===== config.mk =====
export PLATFORM = sky130hd
export DESIGN_NAME = ifetch
export DESIGN_NICKNAME = d
export VERILOG_FILES = /design/src/rtl/ifetch.sv
export SDC_FILE = /design/constraint.sdc
export NUM_CORES = 1
export LEC_CHECK = 0
export CORE_MARGIN = 4
export CORE_UTILIZATION = 34
export DETAILED_ROUTE_END_ITERATION = 16
export PLACE_DENSITY_LB_ADDON = 0.3
export SYNTH_ARGS = -nofsm -noshare
export SYNTH_HDL_FRONTEND = slang
export SYNTH_SLANG_ARGS = --single-unit

===== constraint.sdc =====
create_clock -name clk -period 2.35 [get_ports clk]
set_clock_uncertainty 0.2 [all_clocks]
set_input_delay 0.235 -clock clk [delete_from_list [all_inputs] [get_ports clk]]
set_output_delay 0.235 -clock clk [all_outputs]
set_load 0.1 [all_outputs]

===== src/rtl/ifetch.sv =====
// Instruction-fetch stage: holds the PC, drives the synchronous instruction RAM and
// selects the next PC. Define IFETCH_PEND_REDIRECT_EN to keep branch redirects seen early.
module ifetch #(
    parameter logic [31:0] RESET_PC = 32'h0000_0000
) (
    input  logic        clk,
    input  logic        resetn,
    input  logic        IF_valid,
    input  logic        next_fetch,
    input  logic [31:0] inst,
    input  logic [32:0] jbr_bus,
    input  logic [32:0] exc_bus,
    output logic [31:0] inst_addr,
    output logic        IF_over,
    output logic [63:0] IF_ID_bus,
    output logic [31:0] IF_pc,
    output logic [31:0] IF_inst
);

    typedef enum logic {
        S_REQ,
        S_DONE
    } state_t;

    state_t      state;
    state_t      state_nxt;
    logic [31:0] pc;
    logic [31:0] pc_nxt;
    logic        pend_valid;
    logic [31:0] pend_target;

    logic        jbr_taken;
    logic [31:0] jbr_target;
    logic        exc_valid;
    logic [31:0] exc_pc;
    logic        fetch_go;

    assign jbr_taken  = jbr_bus[32];
    assign jbr_target = jbr_bus[31:0];
    assign exc_valid  = exc_bus[32];
    assign exc_pc     = exc_bus[31:0];

    assign IF_over  = IF_valid & (state == S_DONE);
    assign fetch_go = IF_over & next_fetch;

    always_comb begin
        state_nxt = state;
        pc_nxt    = pc;
        if (exc_valid) begin
            pc_nxt    = exc_pc;
            state_nxt = S_REQ;
        end else if (fetch_go) begin
            if (jbr_taken) begin
                pc_nxt = jbr_target;
            end else if (pend_valid) begin
                pc_nxt = pend_target;
            end else begin
                pc_nxt = pc + 32'd4;
            end
            state_nxt = S_REQ;
        end else if (state == S_REQ && IF_valid) begin
            state_nxt = S_DONE;
        end
    end

    always_ff @(posedge clk or negedge resetn) begin
        if (!resetn) begin
            pc    <= RESET_PC;
            state <= S_REQ;
        end else begin
            pc    <= pc_nxt;
            state <= state_nxt;
        end
    end

`ifdef IFETCH_PEND_REDIRECT_EN
    logic        pend_valid_nxt;
    logic [31:0] pend_target_nxt;

    // Any PC update consumes or discards the pending redirect.
    always_comb begin
        pend_valid_nxt  = pend_valid;
        pend_target_nxt = pend_target;
        if (exc_valid || fetch_go) begin
            pend_valid_nxt = 1'b0;
        end else if (jbr_taken) begin
            pend_valid_nxt  = 1'b1;
            pend_target_nxt = jbr_target;
        end
    end

    always_ff @(posedge clk or negedge resetn) begin
        if (!resetn) begin
            pend_valid  <= 1'b0;
            pend_target <= 32'h0;
        end else begin
            pend_valid  <= pend_valid_nxt;
            pend_target <= pend_target_nxt;
        end
    end
`else
    assign pend_valid  = 1'b0;
    assign pend_target = 32'h0;
`endif

    assign inst_addr = pc;
    assign IF_ID_bus = {pc, inst};
    assign IF_pc     = pc;
    assign IF_inst   = inst;

endmodule


==> reports/qor.yml, run 1 <==
ys_ff_latch: 33
worst_slew_pin_slew_ps: 966
hold_end: "IF_pc[19]$_DFFE_PN0P_"
final.setup.tns_ps: 0
io_pins: 263
r2r_slack_ps: 140
fmax_ghz: 0.453
dp.cells: 566
fin_nets: 548
leakagePower_nw: 1.71
synth.avg_cell_area_um2: 7.99
hold_viol_final: 0
yosysSeqAreaShare_pct: 25.3
hold_path_depth: 3
slowest_delay_ps: 470
place_ws_ps: -78.8
cts_tree: "built"
antenna_found_initial: 0
ys_types: 45
cp.arrival_ps: 2150
rows: 35
internal-power_w: 0.00140
synthesis.nets: 512
power_switching_w: 0.00239
fp.dieH_um: 106
syn2layout_area_growth_pct: 23.7
switching_share_pct: 63.1
power_frac_comb_pct: 66.0
cts_setup_buffers: 0
ir_drop_uv: 391
cts_buffers: 5
h-tree-depth: 2
clk_latency_ps: 290
drive_above_1_share_pct: 33.6
grt_pass1_wl_um: 16000
worst_ep_required_time_ps: 2290
overflow: 0
grt_pass1_vias: 2937
dr.pass1.iters: 4
min_period_over_period_pct: 93.9
grt_max_degree: 41
die_width_um: 106
synth_edf_count: 0
cts_root_buffer: "clkbuf_8"
worstSetupStartpointType: "flop"
layout_setup_ws_ps: 143
hp-start: "exc_bus[32]"
drc: 0
cap_violations: 0
clockBufferDepth: 2
r2r_cells: 7
clk_pin_slew_ps: 70
crit_fanout: 10
period_minus_slack_ps: 2210
portBuffers: 166
start_util_pct: 35.2
pwr-share-clk_pct: 12.3
outcome: "finished clean"
postSynth.asyncResetShare_pct: 100
synth_cells: 409
vias: 3046
rsz0062_at_grt: "false"
dp_hpwl_um: 7680
diodes: 0
cts.sinks: 33
hp-class: "in -> reg"
place_congestion: 0.799
maxSlewHeadroom_pct: 35.3
wl_um: 10500
worstPathCellList: "ha_1, nand3_1, nor4_4, buf_4, nand4_1, o211ai_1, o311ai_0"
reg2reg_to: "IF_pc[26]$_DFFE_PN0P_"
final_max_slew_viol_count: 0
layout.cells.non_filler: 575
crit_type: "reg -> reg"
end_kind: "flop"
synthesis.area_mm2: 0.00327
grtUsageTotal_pct: 17.6
r2r_start: "IF_pc[2]$_DFFE_PN0P_"
ant_nets: 0
first_iter_violations: 190
final-setup-viol-count: 0
cp_slowest_cell: "dfrtp_4"
power.density_mw_per_mm2: 937
synth_flop_cell: "dfrtp_1"
wl_per_cell_um: 18.2
p_seq_share_pct: 21.7
core_region_area_mm2: 0.00928
vias_per_cell: 5.30
yosys_warnings: 0
die_area_mm2: 0.0112
-- power by group through the flow --
| stage | Sequential, W | Clock (W) | Combinational (W) |
|---|---|---|---|
| floorplan | 0.00134 | 0 | 0.00211 |
| global placement | 0.000827 | 0 | 0.00251 |
| detailed placement | 0.000832 | 0 | 0.00251 |
| CTS | 0.000823 | 0.000476 | 0.00251 |
| global route | 0.000845 | 0.000501 | 0.00257 |
| finish | 0.000823 | 0.000465 | 0.00250 |
-- cells in the mapped netlist, types with 2 or more instances --
| cell | number | area share (%) |
|---|---|---|
| a22o_1 | 12 | 3.2 |
| o21ai_0 | 46 | 7.0 |
| buf_4 | 128 | 29 |
| and2_1 | 6 | 1.1 |
| a221oi_1 | 5 | 1.3 |
| inv_1 | 7 | 0.80 |
| clkbuf_1 | 17 | 2.0 |
| a22oi_1 | 9 | 2.1 |
| and4_1 | 3 | 0.80 |
| and3_1 | 5 | 0.96 |
| buf_2 | 4 | 0.61 |
| nor2_1 | 26 | 3.0 |
| a21oi_1 | 13 | 2.0 |
| o311ai_0 | 3 | 0.80 |
| dfrtp_1 | 33 | 25 |
| o31a_1 | 3 | 0.80 |
| o22ai_1 | 3 | 0.57 |
| nand4_1 | 4 | 0.77 |
| nor2b_1 | 3 | 0.57 |
| nand2_1 | 20 | 2.3 |
| nor4_4 | 2 | 1.3 |
| nand3_1 | 7 | 1.1 |
| a31oi_1 | 15 | 2.9 |
| nor3_1 | 4 | 0.61 |
| a211oi_1 | 2 | 0.46 |
| o2bb2ai_1 | 3 | 0.80 |
| mux2i_1 | 2 | 0.61 |
| o211ai_1 | 4 | 0.92 |
| nor4b_1 | 2 | 0.54 |
| a41oi_1 | 3 | 0.80 |
-- per-stage QoR --
step | hold WS [ps] | total power [W] | instance area, um2 | util [%]
5_1_grt | 236 | 0.00392 | 4050 | 43.6
6_report | 204 | 0.00379 | 4050 | 43.6
3_5_place_dp | 182 | 0.00334 | 3940 | 42.5
2_1_floorplan | -261 | 0.00345 | 3300 | -
3_3_place_gp | 176 | 0.00333 | 3940 | 42.5
4_1_cts | 204 | 0.00381 | 4040 | 43.6
-- worst max-delay path by stage --
stage / start / to / slack, ps
after floorplan: IF_pc[18]$_DFFE_PN0P_ / IF_pc[28]$_DFFE_PN0P_ / 30
after global placement: jbr_bus[32] / IF_pc[31]$_DFFE_PN0P_ / -50
after global routing: IF_pc[2]$_DFFE_PN0P_ / IF_pc[26]$_DFFE_PN0P_ / 4
after CTS: IF_pc[14]$_DFFE_PN0P_ / IF_pc[30]$_DFFE_PN0P_ / 110
final: IF_pc[2]$_DFFE_PN0P_ / IF_pc[26]$_DFFE_PN0P_ / 140
after detailed placement: jbr_bus[32] / IF_pc[31]$_DFFE_PN0P_ / -80
-- sequential cells by signal (all words and copies together) (netlist names) --
| register | cells |
|---|---|
| IF_pc | 32 |
| state | 1 |
-- cell type report --
| type | count | area [um2] |
|---|---|---|
| clock buffer | 8 | 90.1 |
| tap | 129 | 161 |
| timing repair buffer | 179 | 1520 |
| inverter | 7 | 26.3 |
| multi-input combinational | 219 | 1390 |
| fill | 944 | 5240 |
| sequential | 33 | 858 |
-- worst max-delay path, delay by kind of cell (launching register included) --
kind / cells / cell delay [ps]
and+or+nand+nor: 3 / 600
buffers and inverters: 1 / 210
AOI/OAI and AO/OA: 2 / 360
DFF: 1 / 470
adders and majority gates: 1 / 220
-- logic make-up after synthesis --
logic type               count (synthesis)  synth area share [%]
AO/OA/AOI/OAI                          125                  24.9
adder cells (fa/ha/maj)                  1                 0.383
buffers and inverters                  157                  32.9
flip-flops                              33                  25.3
multiplexers                             2                 0.612
AND/OR/NAND/NOR                         91                  16.0
-- per-layer routing --
metal	global-route usage (%)	up-vias	wire, um
met1	20.8	1446	4240
met4	7.86	0	253
met3	4.13	35	853
met2	30.5	153	5120
li1	-	1412	-
met5	0	-	0
-- what timing repair did --
item / in CTS / in global routing
hold endpoints to repair: 33 / 0
setup endpoints to repair: 0 / 2
hold buffers: 1 / 0
resized for setup: 0 / 2
-- placed cells by master, fill, tap and decap left out, types with 2 or more instances in the layout --
master	netlist	routed
nor4b_1	2	2
a41oi_1	3	3
and3_1	5	5
dfrtp_2	0	17
o21ai_0	46	46
buf_2	4	2
nand2_1	20	20
clkbuf_1	17	2
a31oi_1	15	14
nand3_1	7	7
dfrtp_1	33	13
buf_4	128	108
mux2i_1	2	2
clkdlybuf4s50_1	0	67
o311ai_0	3	2
nand4_1	4	4
inv_1	7	7
nor2_1	26	26
a22o_1	12	12
dfrtp_4	0	3
nor2b_1	3	2
nor4_4	2	2
clkbuf_8	0	6
a21oi_1	13	13
a221oi_1	5	5
and4_2	1	2
a22oi_1	9	9
a211oi_1	2	2
o211ai_1	4	4
and4_1	3	2
and2_1	6	6
o22ai_1	3	3
o31a_1	3	3
nor3_1	4	4
o2bb2ai_1	3	3
Power figures use the tool's default switching activity.
==> inputs of run 2 (changes only) <==
Settings changed: CORE_MARGIN 4 to 1.5.
==> run 2 against run 1 <==
  * Critical path depth did not move
  * Sequential share of layout area fell by 0.14 points
  * Power fell by 0.18%
  * Core utilization rose by 0.28 points
  * Critical endpoint is now IF_pc[28]$_DFFE_PN0P_
  * Highest routed layer unchanged
  * Wire length fell by 3.0%
==> reports/qor.yml, run 2 (synthesis results as in run 1) <==
outcome: "finished clean"  # unchanged
cap_violations: 0  # unchanged
worst_slew_pin_slew_ps: 470  # was 966 ps
wl_um: 10200  # was 10500 um
leakagePower_nw: 1.73  # was 1.71 nW
worstSetupStartpointType: "flop"  # unchanged
ant_nets: 0  # unchanged
final.setup.tns_ps: 0  # unchanged
final_cell_mix: "buf_4, clkdlybuf4s50_1, o21ai_0"  # unchanged
dr.pass1.iters: 4  # unchanged
end_kind: "flop"  # unchanged
place_congestion: 0.825  # was 0.799
fp.dieH_um: 101  # was 106 um
finalInstanceArea_mm2: 0.00407  # was 0.00405 mm2
antenna_found_initial: 0  # unchanged
fmax_ghz: 0.460  # was 0.453 GHz
die_width_um: 101  # was 106 um
cts.sinks: 33  # unchanged
core_region_area_mm2: 0.00928  # unchanged
dp_hpwl_um: 7620  # was 7680 um
clk_pin_slew_ps: 80  # was 70 ps
cts_tree: "built"  # unchanged
power_w: 0.00379  # about the same
min_period_over_period_pct: 92.5  # was 93.9%
grt_pass1_vias: 2835  # was 2937
crit_type: "reg -> reg"  # unchanged
clk_latency_ps: 300  # was 290 ps
clockBufferDepth: 2  # unchanged
rsz0062_at_grt: "false"  # unchanged
vias_per_cell: 5.22  # was 5.30
cts_buffers: 5  # unchanged
wl_per_cell_um: 17.6  # was 18.2 um
maxSlewHeadroom_pct: 68.7  # was 35.3%
final_common_cell: "buf_4"  # unchanged
cp.arrival_ps: 2130  # was 2150 ps
drive_above_1_share_pct: 34.4  # was 33.6%
drc: 0  # unchanged
first_iter_violations: 112  # was 190
crit_fanout: 10  # unchanged
hp-class: "in -> reg"  # unchanged
h-tree-depth: 2  # unchanged
largest_register_ff_count: 32  # unchanged
worst_ep_required_time_ps: 2310  # was 2290 ps
fin_nets: 550  # was 548
rows: 35  # unchanged
ir_drop_uv: 505  # was 391 uV
syn2layout_area_growth_pct: 24.5  # was 23.7%
overflow: 0  # unchanged
grtUsageTotal_pct: 19.3  # was 17.6%
final_max_slew_viol_count: 0  # unchanged
start_util_pct: 35.2  # unchanged
diodes: 0  # unchanged
grt_pass1_wl_um: 15400  # was 16000 um
fin_hold_ws_ps: 67.0  # was 204 ps
period_minus_slack_ps: 2170  # was 2210 ps
hold_viol_final: 0  # unchanged
grt_max_degree: 34  # was 41
placed_cell_area_mm2: 0.00398  # was 0.00394 mm2
portBuffers: 166  # unchanged
die_area_mm2: 0.0102  # was 0.0112 mm2
final-setup-viol-count: 0  # unchanged
final_util_pct: 43.9  # was 43.6%
power.density_mw_per_mm2: 930  # was 937 mW/mm2
io_pins: 263  # unchanged
cts_root_buffer: "clkbuf_8"  # unchanged
vias: 3014  # was 3046
## run 2: cell types whose count changed in the layout (fill, tap and decap cells not counted)
cell | previous run | this run
clkbuf_8 | 6 | 5
buf_4 | 108 | 110
clkdlybuf4s50_1 | 67 | 68
clkbuf_1 | 2 | 0
clkinvlp_4 | 0 | 1
dlygate4sd3_1 | 1 | 0
buf_2 | 2 | 1
buf_12 | 1 | 2
clkinv_2 | 0 | 2
## run 2: power breakdown
group / switching (W) / total [W] / internal [W]
registers: 0.000175 / 0.000832 / 0.000657
clock network: 0.000251 / 0.000456 / 0.000205
logic: 0.00199 / 0.00250 / 0.000507
total: 0.00242 / 0.00379 / 0.00137
## run 2: cell type report
| cell class | count | area (um2) |
|---|---|---|
| fillers | 937 | 5210 |
| inverters | 7 | 26.3 |
| multi-input cells | 219 | 1390 |
| well taps | 129 | 161 |
| flip-flops and latches | 33 | 858 |
| clock buffers | 5 | 68.8 |
| repair buffers | 181 | 1550 |
| clock inverters | 3 | 17.5 |
## run 2: per-stage QoR
| stage | std cells | setup slack, ps |
|---|---|---|
| floorplan | 409 | 34.1 |
| global placement | 569 | 268 |
| detailed placement | 569 | 183 |
| CTS | 577 | 140 |
| global route | 577 | 29.0 |
| finish | 577 | 176 |
## run 2: timing repair
item                                    4_1_cts  5_1_grt
hold buffers                                  0        0
setup buffers                                 0        0
endpoints found under the setup margin        0        1
resized for setup                             0        2
## run 2: final timing paths
kind,startpoint,endpoint,slack (ps),cells after the start
max,IF_pc[2]$_DFFE_PN0P_,IF_pc[28]$_DFFE_PN0P_,180,7
min,exc_bus[32],IF_pc[1]$_DFFE_PN0P_,70,2
max reg2reg,IF_pc[2]$_DFFE_PN0P_,IF_pc[28]$_DFFE_PN0P_,180,7
min reg2reg,IF_pc[22]$_DFFE_PN0P_,IF_pc[22]$_DFFE_PN0P_,400,2
max in group asynchronous,resetn,IF_pc[2]$_DFFE_PN0P_,1420,2
min in group asynchronous,resetn,IF_pc[10]$_DFFE_PN0P_,160,2
## run 2: routing by layer
layer / wire length (um) / vias to the layer above / global-route usage (%)
met1: 4230 / 1426 / 23.8
li1: - / 1417 / -
met5: 0 / - / 0
met4: 260 / 0 / 8.65
met3: 664 / 40 / 4.02
met2: 5000 / 131 / 32.4
## run 2: critical path, stage by stage, from the launching register on
cell and delay [ps]:
dfrtp_4 470, ha_1 220, nand3_1 170, nor4_4 230
buf_4 210, nand4_1 170, o211ai_1 230, o311ai_1 140
